$ cat src/rtl/brownout_pkg.sv
// ============================================================================
// brownout_pkg : shared types, counter width and default timing constants
// Revision     : 1.0
// ============================================================================
`default_nettype none

package brownout_pkg;

    localparam int CNT_W              = 11;
    localparam int STARTUP_CYC_DEF    = 64;
    localparam int DEB_CYC_DEF        = 4;
    localparam int HOLD_CYC_DEF       = 1024;
    localparam int HOLD_SHORT_CYC_DEF = 16;

    typedef enum logic [2:0] {
        ST_OFF      = 3'd0,
        ST_STARTUP  = 3'd1,
        ST_MONITOR  = 3'd2,
        ST_DEBOUNCE = 3'd3,
        ST_HOLD     = 3'd4
    } bo_state_t;

    function automatic logic [7:0] onehot8(input logic [2:0] sel);
        onehot8 = 8'd1 << sel;
    endfunction

endpackage

`default_nettype wire

$ cat src/rtl/brownout_if.sv
// ============================================================================
// brownout_if : analog-facing signal bundle of the brownout digital block
// Revision    : 1.0
// ============================================================================
`default_nettype none

interface brownout_if;

    logic       ena;
    logic       force_short_oneshot;
    logic [2:0] otrip;
    logic [2:0] vtrip;
    logic       dcomp;
    logic       vunder;
    logic [7:0] otrip_decoded;
    logic [7:0] vtrip_decoded;
    logic       out_unbuf;
    logic       vunder_sync;
    logic       timed_out;

    modport master (
        output ena, force_short_oneshot, otrip, vtrip, dcomp, vunder,
        input  otrip_decoded, vtrip_decoded, out_unbuf, vunder_sync, timed_out
    );

    modport slave (
        input  ena, force_short_oneshot, otrip, vtrip, dcomp, vunder,
        output otrip_decoded, vtrip_decoded, out_unbuf, vunder_sync, timed_out
    );

endinterface

`default_nettype wire

$ cat src/rtl/brownout_sync.sv
// ============================================================================
// brownout_sync : two-flop synchronizer, asynchronous active-low clear
// Revision      : 1.0
// ============================================================================
`default_nettype none

module brownout_sync (
    input  wire logic clk,
    input  wire logic rst_n,
    input  wire logic i_d,
    output logic      o_q
);

    logic r_meta;
    logic r_sync;

    always_ff @(posedge clk or negedge rst_n) begin
        if (!rst_n) begin
            r_meta <= 1'b0;
            r_sync <= 1'b0;
        end else begin
            r_meta <= i_d;
            r_sync <= r_meta;
        end
    end

    assign o_q = r_sync;

endmodule

`default_nettype wire

$ cat src/rtl/brownout_dig.sv
// ============================================================================
// brownout_dig : brownout detector control - sync, debounce, hold, tap decode
// Revision     : 1.0
// ============================================================================
`default_nettype none

module brownout_dig
    import brownout_pkg::*;
#(
    parameter int STARTUP_CYC    = STARTUP_CYC_DEF,
    parameter int DEB_CYC        = DEB_CYC_DEF,
    parameter int HOLD_CYC       = HOLD_CYC_DEF,
    parameter int HOLD_SHORT_CYC = HOLD_SHORT_CYC_DEF
) (
    input  wire logic osc_ck,
    input  wire logic resetb,
    brownout_if.slave bo
);

    localparam logic [CNT_W-1:0] c_startup_load = CNT_W'(STARTUP_CYC - 1);
    localparam logic [CNT_W-1:0] c_deb_load     = CNT_W'(DEB_CYC - 2);
    localparam logic [CNT_W-1:0] c_hold_load    = CNT_W'(HOLD_CYC - 1);
    localparam logic [CNT_W-1:0] c_short_load   = CNT_W'(HOLD_SHORT_CYC - 1);

    logic             w_rst_n;
    logic             w_dcomp_s;
    logic             w_vunder_s;
    bo_state_t        r_state;
    bo_state_t        w_state_nxt;
    logic [CNT_W-1:0] r_cnt;
    logic [CNT_W-1:0] w_cnt_nxt;
    logic [CNT_W-1:0] w_cnt_dec;
    logic [CNT_W-1:0] w_hold_reload;
    logic             w_cnt_zero;
    logic             w_out_unbuf;
    logic             w_timed_out;
    logic [7:0]       r_otrip_dec;
    logic [7:0]       r_vtrip_dec;

    // Reset asserts through the synchronizer's async clear, releases two edges later
    brownout_sync u_rst_sync (
        .clk   (osc_ck),
        .rst_n (resetb),
        .i_d   (1'b1),
        .o_q   (w_rst_n)
    );

    brownout_sync u_dcomp_sync (
        .clk   (osc_ck),
        .rst_n (w_rst_n),
        .i_d   (bo.dcomp),
        .o_q   (w_dcomp_s)
    );

    brownout_sync u_vunder_sync (
        .clk   (osc_ck),
        .rst_n (w_rst_n),
        .i_d   (bo.vunder),
        .o_q   (w_vunder_s)
    );

    assign w_cnt_zero    = (r_cnt == '0);
    assign w_cnt_dec     = w_cnt_zero ? r_cnt : (r_cnt - CNT_W'(1));
    assign w_hold_reload = bo.force_short_oneshot ? c_short_load : c_hold_load;

    always_ff @(posedge osc_ck or negedge w_rst_n) begin
        if (!w_rst_n) begin
            r_state <= ST_OFF;
            r_cnt   <= '0;
        end else begin
            r_state <= w_state_nxt;
            r_cnt   <= w_cnt_nxt;
        end
    end

    always_comb begin
        w_state_nxt = r_state;
        w_cnt_nxt   = r_cnt;
        if (!bo.ena) begin
            w_state_nxt = ST_OFF;
            w_cnt_nxt   = '0;
        end else begin
            case (r_state)
                ST_OFF: begin
                    w_state_nxt = ST_STARTUP;
                    w_cnt_nxt   = c_startup_load;
                end
                ST_STARTUP: begin
                    if (!w_cnt_zero) begin
                        w_cnt_nxt = w_cnt_dec;
                    end else if (w_dcomp_s) begin
                        w_state_nxt = ST_HOLD;
                        w_cnt_nxt   = w_hold_reload;
                    end else begin
                        w_state_nxt = ST_MONITOR;
                    end
                end
                ST_MONITOR: begin
                    if (w_dcomp_s) begin
                        w_state_nxt = ST_DEBOUNCE;
                        w_cnt_nxt   = c_deb_load;
                    end
                end
                ST_DEBOUNCE: begin
                    if (!w_dcomp_s) begin
                        w_state_nxt = ST_MONITOR;
                        w_cnt_nxt   = '0;
                    end else if (w_cnt_zero) begin
                        w_state_nxt = ST_HOLD;
                        w_cnt_nxt   = w_hold_reload;
                    end else begin
                        w_cnt_nxt = w_cnt_dec;
                    end
                end
                ST_HOLD: begin
                    // force_short_oneshot only matters at a reload; a running countdown keeps its length
                    if (w_dcomp_s) begin
                        w_cnt_nxt = w_hold_reload;
                    end else if (w_cnt_zero) begin
                        w_state_nxt = ST_MONITOR;
                    end else begin
                        w_cnt_nxt = w_cnt_dec;
                    end
                end
                default: begin
                    w_state_nxt = ST_OFF;
                    w_cnt_nxt   = '0;
                end
            endcase
        end
    end

    always_comb begin
        w_out_unbuf = 1'b1;
        w_timed_out = 1'b0;
        case (r_state)
            ST_MONITOR, ST_DEBOUNCE: w_out_unbuf = 1'b0;
            ST_HOLD:                 w_timed_out = bo.ena && !w_dcomp_s && w_cnt_zero;
            default:                 w_out_unbuf = 1'b1;
        endcase
    end

    always_ff @(posedge osc_ck or negedge w_rst_n) begin
        if (!w_rst_n) begin
            r_otrip_dec <= '0;
            r_vtrip_dec <= '0;
        end else if (bo.ena) begin
            r_otrip_dec <= onehot8(bo.otrip);
            r_vtrip_dec <= onehot8(bo.vtrip);
        end else begin
            r_otrip_dec <= '0;
            r_vtrip_dec <= '0;
        end
    end

    assign bo.out_unbuf     = w_out_unbuf;
    assign bo.timed_out     = w_timed_out;
    assign bo.vunder_sync   = w_vunder_s;
    assign bo.otrip_decoded = r_otrip_dec;
    assign bo.vtrip_decoded = r_vtrip_dec;

endmodule

`default_nettype wire

$ cat src/flat_wrapper.sv
// flat-port wrapper written by rule: the top's interface ports become plain ports
module brownout_dig_flat import brownout_pkg::*;
#(
    parameter int STARTUP_CYC    = STARTUP_CYC_DEF,
    parameter int DEB_CYC        = DEB_CYC_DEF,
    parameter int HOLD_CYC       = HOLD_CYC_DEF,
    parameter int HOLD_SHORT_CYC = HOLD_SHORT_CYC_DEF
)
  (osc_ck, resetb, bo_ena, bo_force_short_oneshot, bo_otrip, bo_vtrip, bo_dcomp, bo_vunder, bo_otrip_decoded, bo_vtrip_decoded, bo_out_unbuf, bo_vunder_sync, bo_timed_out);
  brownout_if bo_i ();
  input  wire logic osc_ck;
  input  wire logic resetb;
  input wire logic [$bits(bo_i.ena)-1:0] bo_ena;
  input wire logic [$bits(bo_i.force_short_oneshot)-1:0] bo_force_short_oneshot;
  input wire logic [$bits(bo_i.otrip)-1:0] bo_otrip;
  input wire logic [$bits(bo_i.vtrip)-1:0] bo_vtrip;
  input wire logic [$bits(bo_i.dcomp)-1:0] bo_dcomp;
  input wire logic [$bits(bo_i.vunder)-1:0] bo_vunder;
  output wire logic [$bits(bo_i.otrip_decoded)-1:0] bo_otrip_decoded;
  output wire logic [$bits(bo_i.vtrip_decoded)-1:0] bo_vtrip_decoded;
  output wire logic [$bits(bo_i.out_unbuf)-1:0] bo_out_unbuf;
  output wire logic [$bits(bo_i.vunder_sync)-1:0] bo_vunder_sync;
  output wire logic [$bits(bo_i.timed_out)-1:0] bo_timed_out;
  assign bo_i.ena = bo_ena;
  assign bo_i.force_short_oneshot = bo_force_short_oneshot;
  assign bo_i.otrip = bo_otrip;
  assign bo_i.vtrip = bo_vtrip;
  assign bo_i.dcomp = bo_dcomp;
  assign bo_i.vunder = bo_vunder;
  assign bo_otrip_decoded = bo_i.otrip_decoded;
  assign bo_vtrip_decoded = bo_i.vtrip_decoded;
  assign bo_out_unbuf = bo_i.out_unbuf;
  assign bo_vunder_sync = bo_i.vunder_sync;
  assign bo_timed_out = bo_i.timed_out;
  brownout_dig #(.STARTUP_CYC(STARTUP_CYC), .DEB_CYC(DEB_CYC), .HOLD_CYC(HOLD_CYC), .HOLD_SHORT_CYC(HOLD_SHORT_CYC)) u_core (.osc_ck(osc_ck), .resetb(resetb), .bo(bo_i));
endmodule
$ cat config.mk
export PLATFORM = sky130hd
export DESIGN_NAME = brownout_dig_flat
export DESIGN_NICKNAME = d
export VERILOG_FILES = /design/src/rtl/brownout_pkg.sv /design/src/rtl/brownout_if.sv /design/src/rtl/brownout_sync.sv /design/src/rtl/brownout_dig.sv /design/src/flat_wrapper.sv
export SDC_FILE = /design/constraint.sdc
export NUM_CORES = 1
export LEC_CHECK = 0
export BUFFER_PORTS_ARGS = -buffer_cell sky130_fd_sc_hd__buf_2
export CELL_PAD_IN_SITES_DETAIL_PLACEMENT = 0
export CELL_PAD_IN_SITES_GLOBAL_PLACEMENT = 1
export CORE_MARGIN = 2
export CORE_UTILIZATION = 46
export CTS_CLUSTER_DIAMETER = 40
export DETAILED_ROUTE_END_ITERATION = 12
export GPL_TIMING_DRIVEN = 0
export PLACE_DENSITY = 0.82
export SLEW_MARGIN = 25
export SYNTH_ARGS = -nofsm -noshare
export SYNTH_HDL_FRONTEND = slang
export SYNTH_SLANG_ARGS = --single-unit
$ cat constraint.sdc
create_clock -name osc_ck -period 2.94 [get_ports osc_ck]
set_input_delay 0 -clock osc_ck [delete_from_list [all_inputs] [get_ports osc_ck]]
set_output_delay 0 -clock osc_ck [all_outputs]
set_load 0.01 [all_outputs]
==> results.yml <==
sta:
  slew-limit-headroom: 0.506
  post-route-period-util: 0.790
  grt_setup_unrepaired: "false"
  setup_viol: 0
  finalSetupTns_ps: 0
  skew_ps: 10.2
  worst_pin_slew_ps: 741
  finalHoldViolations: 0
  maxSlewViolCount: 0
  whs_ps: 34.8
  fmax_ghz: 0.430
  period_minus_slack_ps: 2320
global_route:
  grt.overflow.total: 0
  grt_start_max_net_pins: 35
  antenna_found_initial: 0
  grt_first_pass_wirelength_um: 6820
  grt_pass1_vias: 1455
  grt_util_all_layers: 0.198
power:
  switching_power_w: 0.000391
  leakage_nw: 1.07
  power_switching_share: 0.300
  seqPwrFrac: 0.442
  intPower_w: 0.000911
  p_comb_frac: 0.229
  peakVddDrop_v: 0.000273
  clockPowerShare: 0.329
  p_per_area_nw_per_um2: 560
final_layout:
  diodes: 0
  nets: 258
  drive_above_1_share: 0.269
  syn2layout_area_growth_pct: 21.7
logic_synthesis:
  synthCells: 198
  ys_async_sr_fraction: 1.00
  synth-edff-count: 0
  syn_area_per_cell_um2: 9.66
  synthDistinctLibCells: 50
  syn_area_um2: 1910
  synth.yosys.seq_area_share: 0.471
  syn-num-nets: 212
  yosys_warnings: 0
  synthFlopType: "dfrtp_1"
  synth_seq_cells: 36
worst_setup_path:
  worst_path_max_delay_cell: "dfrtp_1"
  cpPeakStageDelay_ps: 440
  timing.rr.start: "u_core.r_cnt[3]"
  crit_fanout: 9
  start_kind: "register"
  worstSetupEndpointType: "register"
  cp.arrival_ps: 2480
  required_ps: 3100
  crit_chain: "nor4_4, nand4_4, a21oi_1, o21ai_1, a41oi_1, o22ai_2"
  path_class: "register to register"
  startpoint: "u_core.r_cnt[3]"
clock_network:
  cts_tree: "done"
  cts_root_buffer: "clkbuf_8"
  clk_pin_slew_worst_paths_ps: 70
  cts.repair.resized: 0
  postCtsSetupBuffers: 0
  cts_sinks: 36
  htreeDepth: 2
  clk_latency_ps: 280
  cts_buffers: 5
  cts_hold_buf: 9
  clk_path_buf_depth: 2
floorplanning:
  die-area_um2: 4690
  initial_core_util: 0.478
  core-area_um2: 4000
  ios: 31
  fp.dieW_um: 68.5
  rows: 23
  dieHeight_um: 68.5
routing:
  final_antenna_net_count: 0
  drtIter0Drc: 122
  wirelength_um: 4020
  viasPerCell: 5.14
  drcViolationCount: 0
  wl_per_cell_um: 13.6
  dr_total_vias: 1517
  drt_first_pass_iters: 4
min_path:
  holdCritStartpoint: "bo_otrip[2]"
  hold_path_class: "input port to register"
placed_design:
  portBuffers: 30
  gp_congestion: 0.798
  dpl.hpwl_um: 2810
flow_run:
  drv_cap: 0
status:
  status: "completed"
[cells in the final DEF (no fill, tap or decap), types with 2 or more instances in the layout]
cell type | synthesis | final
inv_1 | 10 | 10
a21oi_1 | 10 | 10
ha_1 | 2 | 2
nor2_1 | 31 | 31
o22ai_2 | 6 | 6
nor3_1 | 11 | 11
a22oi_1 | 2 | 2
clkbuf_1 | 4 | 4
nor4_1 | 3 | 3
dlygate4sd3_1 | 0 | 9
buf_2 | 2 | 32
o21ai_0 | 7 | 7
o22ai_1 | 3 | 3
o21ai_1 | 3 | 3
a31oi_1 | 3 | 3
nand2_1 | 16 | 16
clkbuf_8 | 1 | 6
nand3_1 | 4 | 4
o21ai_2 | 3 | 3
or2b_2 | 3 | 3
nand2b_1 | 8 | 8
nor3b_1 | 2 | 2
dfrtp_1 | 36 | 35
[state kept, by name (all words and copies together), names as in the netlist]
signal,cells
u_core.u_vunder_sync.o_q,1
u_core.u_vunder_sync.r_meta,1
u_core.u_dcomp_sync.o_q,1
u_core.bo.otrip_decoded,8
u_core.u_rst_sync.o_q,1
u_core.u_rst_sync.r_meta,1
u_core.u_dcomp_sync.r_meta,1
u_core.r_cnt,11
u_core.bo.vtrip_decoded,8
u_core.r_state,3
[critical path: cells and delay by family (launching register included)]
family | cells | cell delay (ps)
flip-flops | 1 | 440
AND/OR/NAND/NOR | 2 | 670
AO/OA/AOI/OAI | 4 | 1090
[power by group through the flow]
stage / Clock, W / Combinational (W) / Sequential, W
2_1_floorplan: 0 / 0.000223 / 0.000579
3_3_place_gp: 0 / 0.000287 / 0.000585
3_5_place_dp: 0 / 0.000289 / 0.000585
4_1_cts: 0.000443 / 0.000298 / 0.000576
5_1_grt: 0.000468 / 0.000333 / 0.000583
6_report: 0.000429 / 0.000298 / 0.000575
[routing by layer]
metal | up-vias | track usage | part of all wire | wire [µm]
li1 | 782 | - | - | -
met1 | 700 | 0.287 | 0.51 | 2050
met2 | 31 | 0.293 | 0.44 | 1760
met3 | 4 | 0.0559 | 0.046 | 183
met4 | 0 | 0.0450 | 0.0055 | 22
met5 | - | 0 | 0 | 0
[cell usage after synthesis (all sizes together) (2+ instances only)]
cell type	count	area, µm²
nand2b	8	50.1
nor2	31	116
or3	2	17.5
nand2	16	60.1
clkbuf	5	28.8
and2	2	13.8
or2b	4	33.8
a21oi	10	50.1
inv	10	37.5
dfrtp	36	901
nor4	4	40.0
a22oi	2	15.0
nand3	4	20.0
o21ai	13	76.3
buf	5	48.8
a31oi	3	18.8
nor3	12	65.1
nor3b	2	15.0
ha	2	25.0
o22ai	9	93.8
[per-stage QoR]
stage               std cells  setup WS (ps)  instance area, µm²   util  total power, W
floorplan                 198            898                1910      -        0.000802
global placement          278            643                2120  0.531        0.000871
detailed placement        278            682                2130  0.531        0.000874
CTS                       295            654                2330  0.582         0.00132
global route              295            488                2330  0.582         0.00138
finish                    295            616                2330  0.582         0.00130
[cells by family (layout without fill, tap and decap cells)]
| kind of cell | count (synthesis) | after routing | share of synthesized area |
|---|---|---|---|
| adders and majority gates | 2 | 2 | 0.0131 |
| other | 1 | 1 | 0.00196 |
| AOI/OAI and AO/OA | 46 | 46 | 0.175 |
| and+or+nand+nor | 92 | 92 | 0.261 |
| DFF | 36 | 36 | 0.471 |
| buffers and inverters | 21 | 68 | 0.0772 |
[cell type report]
class / instances / area (µm²)
repair buffers: 39 / 240
inverters: 10 / 37.5
fillers: 371 / 1670
clock inverters: 3 / 42.5
plain buffers: 11 / 110
well taps: 50 / 62.6
clock buffers: 5 / 68.8
multi-input cells: 141 / 863
flip-flops and latches: 36 / 902
[final timing paths]
path	to	slack, ps	cells after the start
max reg2reg	u_core.r_cnt[8]	620	6
max	u_core.r_cnt[8]	620	6
min	u_core.bo.otrip_decoded[7]	30	3
max in group asynchronous	u_core.r_cnt[10]	2130	0
min in group asynchronous	u_core.u_rst_sync.o_q	40	2
min reg2reg	u_core.r_state[2]	330	0
Note: power is estimated with default switching activity, not from simulation.
